### src/rtl/parking_meter_ctrl_if.sv
// rtl/parking_meter_ctrl_if.sv - tick, button, switch and status signals of the parking meter controller
interface parking_meter_ctrl_if #(
  parameter int N_BTN  = 4,
  parameter int TIME_W = 16
);
  logic              sec_tick;
  logic              half_tick;
  logic [N_BTN-1:0]  add_btn;
  logic [1:0]        preset_sw;
  logic [TIME_W-1:0] time_left;
  logic [1:0]        mode;
  logic              led;
  logic              expired_pulse;

  modport master (
    output sec_tick, half_tick, add_btn, preset_sw,
    input  time_left, mode, led, expired_pulse
  );

  modport slave (
    input  sec_tick, half_tick, add_btn, preset_sw,
    output time_left, mode, led, expired_pulse
  );
endinterface

### src/rtl/parking_meter_ctrl.sv
// rtl/parking_meter_ctrl.sv - parking meter credit/countdown controller with mode decode and LED blink
// Optional button auto-repeat is built when PARKING_AUTOREPEAT_EN is defined.
module parking_meter_ctrl #(
  parameter int                   TIME_W     = 16,
  parameter int                   N_BTN      = 4,
  parameter logic [N_BTN*16-1:0]  ADD_AMTS   = {16'd500, 16'd200, 16'd150, 16'd50},
  parameter int                   MAX_TIME   = 9999,
  parameter int                   LOW_THRESH = 200,
  parameter int                   PRESET0    = 10,
  parameter int                   PRESET1    = 205,
  parameter int                   REPEAT_DLY = 2
) (
  input logic               clk,
  input logic               rst_n,
  parking_meter_ctrl_if.slave bus
);

  localparam int SUM_W = TIME_W + 4;

  typedef enum logic [1:0] {
    MODE_ACTIVE  = 2'b01,
    MODE_EXPIRED = 2'b10,
    MODE_LOW     = 2'b11
  } mode_e;

  logic [TIME_W-1:0] time_q, time_d, t1;
  mode_e             mode_q, mode_d;
  logic              led_q, led_d;
  logic              pulse_q, pulse_d;
  logic [N_BTN-1:0]  btn_q;
  logic [N_BTN-1:0]  rise;
  logic [N_BTN-1:0]  rpt;
  logic              preset_act;
  logic [SUM_W-1:0]  sum, total;

  assign rise       = bus.add_btn & ~btn_q;
  assign preset_act = |bus.preset_sw;

`ifdef PARKING_AUTOREPEAT_EN
  localparam int HC_W = $clog2(REPEAT_DLY + 1);

  // Per-button count of sec_ticks seen since the rising edge, saturating at REPEAT_DLY.
  logic [HC_W-1:0] hold_q [N_BTN];

  always_ff @(posedge clk or negedge rst_n) begin
    if (!rst_n) begin
      for (int i = 0; i < N_BTN; i++) hold_q[i] <= '0;
    end else begin
      for (int i = 0; i < N_BTN; i++) begin
        if (!bus.add_btn[i] || preset_act || rise[i])
          hold_q[i] <= '0;
        else if (bus.sec_tick && hold_q[i] != HC_W'(REPEAT_DLY))
          hold_q[i] <= hold_q[i] + 1'b1;
      end
    end
  end

  always_comb begin
    rpt = '0;
    for (int i = 0; i < N_BTN; i++)
      rpt[i] = bus.add_btn[i] && !rise[i] && !preset_act && bus.sec_tick
               && (hold_q[i] == HC_W'(REPEAT_DLY));
  end
`else
  assign rpt = '0;
`endif

  always_comb begin
    sum = '0;
    for (int i = 0; i < N_BTN; i++)
      if (rise[i] || rpt[i])
        sum = sum + SUM_W'(ADD_AMTS[i*16 +: 16]);
  end

  assign total = SUM_W'(time_q) + sum;
  assign t1    = (total > SUM_W'(MAX_TIME)) ? TIME_W'(MAX_TIME) : total[TIME_W-1:0];

  function automatic mode_e decode(input logic [TIME_W-1:0] t);
    if (t == '0)                      return MODE_EXPIRED;
    else if (t <= TIME_W'(LOW_THRESH)) return MODE_LOW;
    else                              return MODE_ACTIVE;
  endfunction

  always_comb begin
    time_d  = t1;
    pulse_d = 1'b0;
    if (bus.preset_sw[1]) begin
      time_d = TIME_W'(PRESET1);
    end else if (bus.preset_sw[0]) begin
      time_d = TIME_W'(PRESET0);
    end else if (bus.sec_tick && t1 != '0) begin
      time_d  = t1 - 1'b1;
      pulse_d = (t1 == TIME_W'(1)) && (time_q != '0);
    end

    mode_d = decode(time_d);

    // A mode change restarts the blink with the LED on.
    led_d = led_q;
    if (mode_d != mode_q) begin
      led_d = 1'b1;
    end else begin
      case (mode_q)
        MODE_ACTIVE:  led_d = 1'b1;
        MODE_LOW:     if (bus.half_tick) led_d = ~led_q;
        MODE_EXPIRED: if (bus.sec_tick)  led_d = ~led_q;
        default:      led_d = 1'b1;
      endcase
    end
  end

  always_ff @(posedge clk or negedge rst_n) begin
    if (!rst_n) begin
      time_q  <= '0;
      mode_q  <= MODE_EXPIRED;
      led_q   <= 1'b1;
      pulse_q <= 1'b0;
      btn_q   <= '0;
    end else begin
      time_q  <= time_d;
      mode_q  <= mode_d;
      led_q   <= led_d;
      pulse_q <= pulse_d;
      btn_q   <= bus.add_btn;
    end
  end

  assign bus.time_left     = time_q;
  assign bus.mode          = mode_q;
  assign bus.led           = led_q;
  assign bus.expired_pulse = pulse_q;

endmodule

### src/flat_wrapper.sv
// flat-port wrapper written by rule: the top's interface ports become plain ports
module parking_meter_ctrl_flat 
#(
  parameter int                   TIME_W     = 16,
  parameter int                   N_BTN      = 4,
  parameter logic [N_BTN*16-1:0]  ADD_AMTS   = {16'd500, 16'd200, 16'd150, 16'd50},
  parameter int                   MAX_TIME   = 9999,
  parameter int                   LOW_THRESH = 200,
  parameter int                   PRESET0    = 10,
  parameter int                   PRESET1    = 205,
  parameter int                   REPEAT_DLY = 2
)
  (clk, rst_n, bus_sec_tick, bus_half_tick, bus_add_btn, bus_preset_sw, bus_time_left, bus_mode, bus_led, bus_expired_pulse);
  parking_meter_ctrl_if #(.N_BTN(N_BTN), .TIME_W(TIME_W)) bus_i ();
  input logic clk;
  input logic rst_n;
  input wire logic [$bits(bus_i.sec_tick)-1:0] bus_sec_tick;
  input wire logic [$bits(bus_i.half_tick)-1:0] bus_half_tick;
  input wire logic [$bits(bus_i.add_btn)-1:0] bus_add_btn;
  input wire logic [$bits(bus_i.preset_sw)-1:0] bus_preset_sw;
  output wire logic [$bits(bus_i.time_left)-1:0] bus_time_left;
  output wire logic [$bits(bus_i.mode)-1:0] bus_mode;
  output wire logic [$bits(bus_i.led)-1:0] bus_led;
  output wire logic [$bits(bus_i.expired_pulse)-1:0] bus_expired_pulse;
  assign bus_i.sec_tick = bus_sec_tick;
  assign bus_i.half_tick = bus_half_tick;
  assign bus_i.add_btn = bus_add_btn;
  assign bus_i.preset_sw = bus_preset_sw;
  assign bus_time_left = bus_i.time_left;
  assign bus_mode = bus_i.mode;
  assign bus_led = bus_i.led;
  assign bus_expired_pulse = bus_i.expired_pulse;
  parking_meter_ctrl #(.TIME_W(TIME_W), .N_BTN(N_BTN), .ADD_AMTS(ADD_AMTS), .MAX_TIME(MAX_TIME), .LOW_THRESH(LOW_THRESH), .PRESET0(PRESET0), .PRESET1(PRESET1), .REPEAT_DLY(REPEAT_DLY)) u_core (.clk(clk), .rst_n(rst_n), .bus(bus_i));
endmodule
### config.mk
export PLATFORM = sky130hd
export DESIGN_NAME = parking_meter_ctrl_flat
export DESIGN_NICKNAME = d
export VERILOG_FILES = /design/src/rtl/parking_meter_ctrl_if.sv /design/src/rtl/parking_meter_ctrl.sv /design/src/flat_wrapper.sv
export SDC_FILE = /design/constraint.sdc
export NUM_CORES = 1
export LEC_CHECK = 0
export CORE_UTILIZATION = 51
export CTS_CLUSTER_DIAMETER = 80
export DETAILED_ROUTE_END_ITERATION = 10
export PLACE_DENSITY_LB_ADDON = 0.12
export SLEW_MARGIN = 20
export SYNTH_ARGS = -nofsm -noshare
export SYNTH_HDL_FRONTEND = slang
export SYNTH_SLANG_ARGS = --single-unit
### constraint.sdc
create_clock -name clk -period 6 [get_ports clk]
set_input_delay 1.2 -clock clk [delete_from_list [all_inputs] [get_ports clk]]
set_output_delay 1.2 -clock clk [all_outputs]
set_load 0.01 [all_outputs]
After elaboration in Yosys (flattened, before gate mapping)
Index checks and enable logic that the tools add are counted.
- flip-flop bits (word level): 24
- bits of input ports: 10
- output and inout bits: 20
- word-level logic and storage cells: 44
- add/sub/neg operators: 5
- magnitude comparators: 2
- eq/ne operators: 6
- muxes and demuxes: 17
- bitwise operators: 3
- reductions and logical operators: 6
- operators by type and width (cell ; number):
    $mux 16 ; 4
    $mux 20 ; 3
    $add 20x8->20 const B ; 2
    $reduce_bool 16->1 ; 2
    $add 16x20->20 ; 1
    $add 20x9->20 const B ; 1
    $gt 20x14->1 const B ; 1
    $eq 16x1->1 const B ; 1
    $le 16x8->1 const B ; 1
    $logic_not 16->1 ; 1
    $sub 16x1->16 const B ; 1
    $mux 1 ; 6
    $mux 6 ; 1
    $ne 3x2->1 const B ; 2
    $and 4x4->4 ; 1
    $eq 2x2->1 const B ; 2
    $mux 2 ; 2
    $not 4->4 ; 1
    $logic_and 1x1->1 ; 2
    $ne 2x2->1 ; 1
    $pmux 1 s2 ; 1
    $reduce_and 2->1 ; 1
    $not 1->1 ; 1

Logic depth before layout (Yosys ltp)
- depth in word-level cells: 23
- depth in mapped cells: 31

Worst setup path before layout
OpenSTA, ideal clock, no wires.
- path type: input-to-reg
- start: input bus_add_btn[1]
- end: register u_core.led_q (netlist: u_core.bus.led)
- data arrival time: 7.370 ns
- data required time: 5.918 ns
- path slack: -1.452 ns
- cell stages on the path: 30
- path through: nand2b_1 clkbuf_1 inv_1 ha_1 xnor2_1 a21oi_1 a21oi_1 nor2_1 a31oi_1 nor2_1 nand2_1 xnor2_1 ha_1 buf_2 a21o_1 a211oi_1 a21oi_2 o21bai_1 a2111oi_0 o31a_1 clkbuf_1 nor2_1 ha_1 and4_1 a2111oi_4 mux2_1 nand3_1 or4_4 or4_1 a211o_1
- word-level cells in the longest chain between the ends: 20
- elaborated cells on any way between the ends: 24
- classes of those cells: add/sub (4); order compare (2); eq/ne (3); mux (10); bitwise (1); reduce/logical (4)
- RTL lines (element ; RTL line ; source):
    from (decl) ; flat_wrapper.sv:19 ; input wire logic [$bits(bus_i.add_btn)-1:0] bus_add_btn;
    $and 4x4->4 * ; parking_meter_ctrl.sv:36 ; assign rise = bus.add_btn & ~btn_q;
    $mux 20 * ; parking_meter_ctrl.sv:71 ; if (rise[i] || rpt[i])
    $add 20x8->20 ; parking_meter_ctrl.sv:72 ; sum = sum + SUM_W'(ADD_AMTS[i*16 +: 16]);
    $mux 20 * ; parking_meter_ctrl.sv:71 ;
    $add 20x9->20 ; parking_meter_ctrl.sv:72 ;
    $mux 20 * ; parking_meter_ctrl.sv:71 ;
    $add 16x20->20 * ; parking_meter_ctrl.sv:75 ; assign total = SUM_W'(time_q) + sum;
    $gt 20x14->1 ; parking_meter_ctrl.sv:76 ; assign t1 = (total > SUM_W'(MAX_TIME)) ? TIME_W'(MAX_TIME) : total[TIME_W-1:0];
    [... 4 more ...] ; n/a ;
    $mux 16 * ; parking_meter_ctrl.sv:89 ; end else if (bus.preset_sw[0]) begin
    $mux 16 * ; parking_meter_ctrl.sv:87 ; if (bus.preset_sw[1]) begin
    $le 16x8->1 ; parking_meter_ctrl.sv:80 ; else if (t <= TIME_W'(LOW_THRESH)) return MODE_LOW;
    $mux 2 ; parking_meter_ctrl.sv:80 ;
    $mux 2 * ; parking_meter_ctrl.sv:79 ; if (t == '0) return MODE_EXPIRED;
    $ne 2x2->1 * ; parking_meter_ctrl.sv:100 ; if (mode_d != mode_q) begin
    $ne 3x2->1 (no line) ; n/a ;
    $reduce_and 2->1 (no line) ; n/a ;
    to (signal assigned) ; parking_meter_ctrl.sv:122 ; led_q <= led_d;
    to (decl) ; parking_meter_ctrl.sv:28 ; logic led_q, led_d;
Mark *: on every way between the ends.
A chain may end at the register's enable or synchronous reset.

Worst setup path in the final report
Ends and elaborated chain as after synthesis.

==> qor.txt <==
Worst Skew: 0.00627 ns
Max incr delay on CP: 0.58 ns
Seq pwr share: 0.178
Logic pwr share: 0.687
DRT iter0 DRCs: 306
Initial core utilization: 0.533
H-tree level count: 1
Crit-path slowest cell: or4_4
Drt total wl: 11.3 mm
Detailed Place HPWL: 7.19 mm
Wire per inst: 21.4 um
Syn_area_per_cell: 8.33 um^2
Status: complete, but fails checks
Number of synthesized flops with an enable pin: 0
CTS Sinks: 24
N_diodes: 0
Mapped Cells: 304
Max-slew violation count: 0
Core area: 4750 um^2
Largest net degree at the start of global routing: 25
Most frequent cells in the layout: buf_4 (127), nand2_1 (26), nor2_1 (26)
Cts bufs inserted: 3
Net Sw Power: 492 uW
Overall die height: 72.5 um
Final hold vios: 0
Min cycle time layout: 6.87 ns
DRC viols: 0
GPL Wtd Cong: 1.05
Achievable Freq: 146 MHz
Share of cells above drive strength 1: 0.457
Most common cell after layout, fill and taps aside: buf_4
Area post-placement: 3900 um^2
# rows: 25
Mapped cell area: 2530 um^2
Post-route setup TNS: -2.61 ns
Internal: 632 uW
Ports: 30
Hold Buf Count CTS: 0
Synth unique cells: 66
Nets: 493
Final Setup Violations: 5
Clk pwr share: 0.135
Width of the die: 72.5 um
Filler instances: 206
WS Path Type: primary input to register
CTS tree: yes
Number of buffers added on ports: 29
Clk_lat worst skew: 0.29 ns
Overflow after GRT: 0
First-pass iteration count of the detailed router: 6
Final Instance Area: 4320 um^2
Routed via count: 3411
Req. time, crit path: 6.22 ns
Slew at the pin closest to its max-slew limit: 0.674 ns
Leak: 1.93 nW
DR vias/cell: 6.45
CP max FO: 5
Failing checks: negative setup slack
Final Worst Setup Slack: -0.871 ns
Power Density: 260 nW/um^2
Clock Pin Slew Worst Setup and Hold Paths: 0.09 ns
Crit share post-route: 1.15
Layout area overhead: 70.8%
Tot GR Track Use: 0.391
Clock buffer depth: 2
Vias in the first global route: 3151
Worst Hold Class: register to register
Final non-filler cell total: 529
Routed Antenna Nets: 0
Switching share of total power: 0.438
Die footprint: 5250 um^2
RSZ-0062 raised after global routing: yes
Slew headroom: 0.546
Arr. time, crit path: 7.09 ns
Placed Cells: 500
Post-place setup slack: -1.44 ns
Post-synthesis sequential area ratio: 0.238
Crit path capture type: register
Max cap viols: 0
Predominant post-synthesis flop cell: dfrtp_1
Crit-path most repeated cell: buf_6
Global-route wire length before repair: 15.4 mm
Initial antenna violation count: 0
CP startpoint kind: primary input
Synthesized Nets: 334
Yosys warns: 0
Post-synth ARST share: 1.00
Post-synthesis register bit count: 24
VDD IR max: 0.210 mV
Root Buffer: clkbuf_8
[synthesized netlist by cell type (5+ instances only)]
cell	count	area, um^2
inv_1	10	37.5
nor2_1	32	120
a21o_1	5	37.5
nor3_1	11	55.1
dfrtp_1	22	551
a31oi_1	8	50.1
xnor2_1	14	123
nor4_1	8	50.1
nand3_1	9	45.0
nand4_1	5	31.3
nand2b_1	8	50.1
a21oi_1	12	60.1
nand2_1	27	101
o21ai_0	14	70.1
xor2_1	13	114
ha_1	19	238
[metrics by stage]
step / util / power [mW] / hold slack, ns
floorplan: - / 0.542 / 0.530
CTS: 0.873 / 1.03 / 0.579
detailed placement: 0.821 / 0.852 / 0.557
finish: 0.909 / 1.12 / 0.559
global route: 0.909 / 1.16 / 0.580
global placement: 0.821 / 0.837 / 0.520
[power groups by stage]
stage	combinational (mW)	sequential (mW)	clock (mW)
2_1_floorplan	0.339	0.202	0
3_3_place_gp	0.636	0.200	0
3_5_place_dp	0.650	0.201	0
4_1_cts	0.684	0.198	0.150
5_1_grt	0.802	0.201	0.159
6_report	0.772	0.200	0.152
[timing repair]
item                                    4_1_cts  5_1_grt
pin swaps                                    26       29
resized for setup                            29       23
buffers inserted                             15       10
endpoints found under the setup margin       15        7
[worst max-delay path, delay by kind of cell]
family                   cells  cell delay, ns
AO/OA/AOI/OAI               10            2.14
XOR/XNOR                     1            0.16
adder cells (fa/ha/maj)      3            0.69
buffers and inverters        4            0.50
AND/OR/NAND/NOR             14            2.39
[state kept, by name, indices dropped and copies added, names as in the netlist]
| signal | flops |
|---|---|
| u_core.bus.time_left | 16 |
| u_core.bus.led | 1 |
| u_core.bus.expired_pulse | 1 |
| u_core.bus.mode | 2 |
| u_core.btn_q | 4 |
[layer usage]
| metal | wire length, um | part of all wire | global-route usage |
|---|---|---|---|
| met1 | 4120 | 0.36 | 0.472 |
| met2 | 5310 | 0.47 | 0.696 |
| met3 | 1000 | 0.089 | 0.0458 |
| met4 | 895 | 0.079 | 0.172 |
| met5 | 0 | 0 | 0 |
[cells by family (layout without fill, tap and decap cells)]
kind of cell	count (synthesis)	count (layout)	share of synthesized area
buffers and inverters	16	174	0.0257
AND/OR/NAND/NOR	131	131	0.270
multiplexers	3	3	0.0124
AO/OA/AOI/OAI	83	83	0.259
adder cells (fa/ha/maj)	20	20	0.102
XOR/XNOR	27	27	0.0934
flip-flops	24	24	0.238
[area by class of cell]
cell class / count / area [um^2] / area share
tap: 67 / 83.8 / 0.0194
clock inverter: 1 / 30.0 / 0.00694
clock buffer: 3 / 41.3 / 0.00955
sequential: 24 / 603 / 0.139
timing repair buffer: 160 / 1290 / 0.298
multi-input combinational: 264 / 2230 / 0.516
inverter: 10 / 42.5 / 0.00984
[path summary, 6_finish.rpt]
kind                                              start                            endpoint  slack [ns]  depth (start not counted)
max in group asynchronous                         rst_n           u_core.btn_q[2]$_DFF_PN0_        4.68                          1
setup / recovery                         bus_add_btn[1]          u_core.bus.led$_DFFE_PN1P_       -0.87                         32
hold / removal             u_core.bus.mode[1]$_DFF_PN1_          u_core.bus.led$_DFFE_PN1P_        0.56                          2
min in group asynchronous                         rst_n  u_core.bus.time_left[10]$_DFF_PN0_        0.91                          1
hold reg to reg            u_core.bus.mode[1]$_DFF_PN1_          u_core.bus.led$_DFFE_PN1P_        0.56                          2
setup reg to reg              u_core.btn_q[1]$_DFF_PN0_          u_core.bus.led$_DFFE_PN1P_       -0.35                         31
Note: power is estimated with default switching activity, not from simulation.
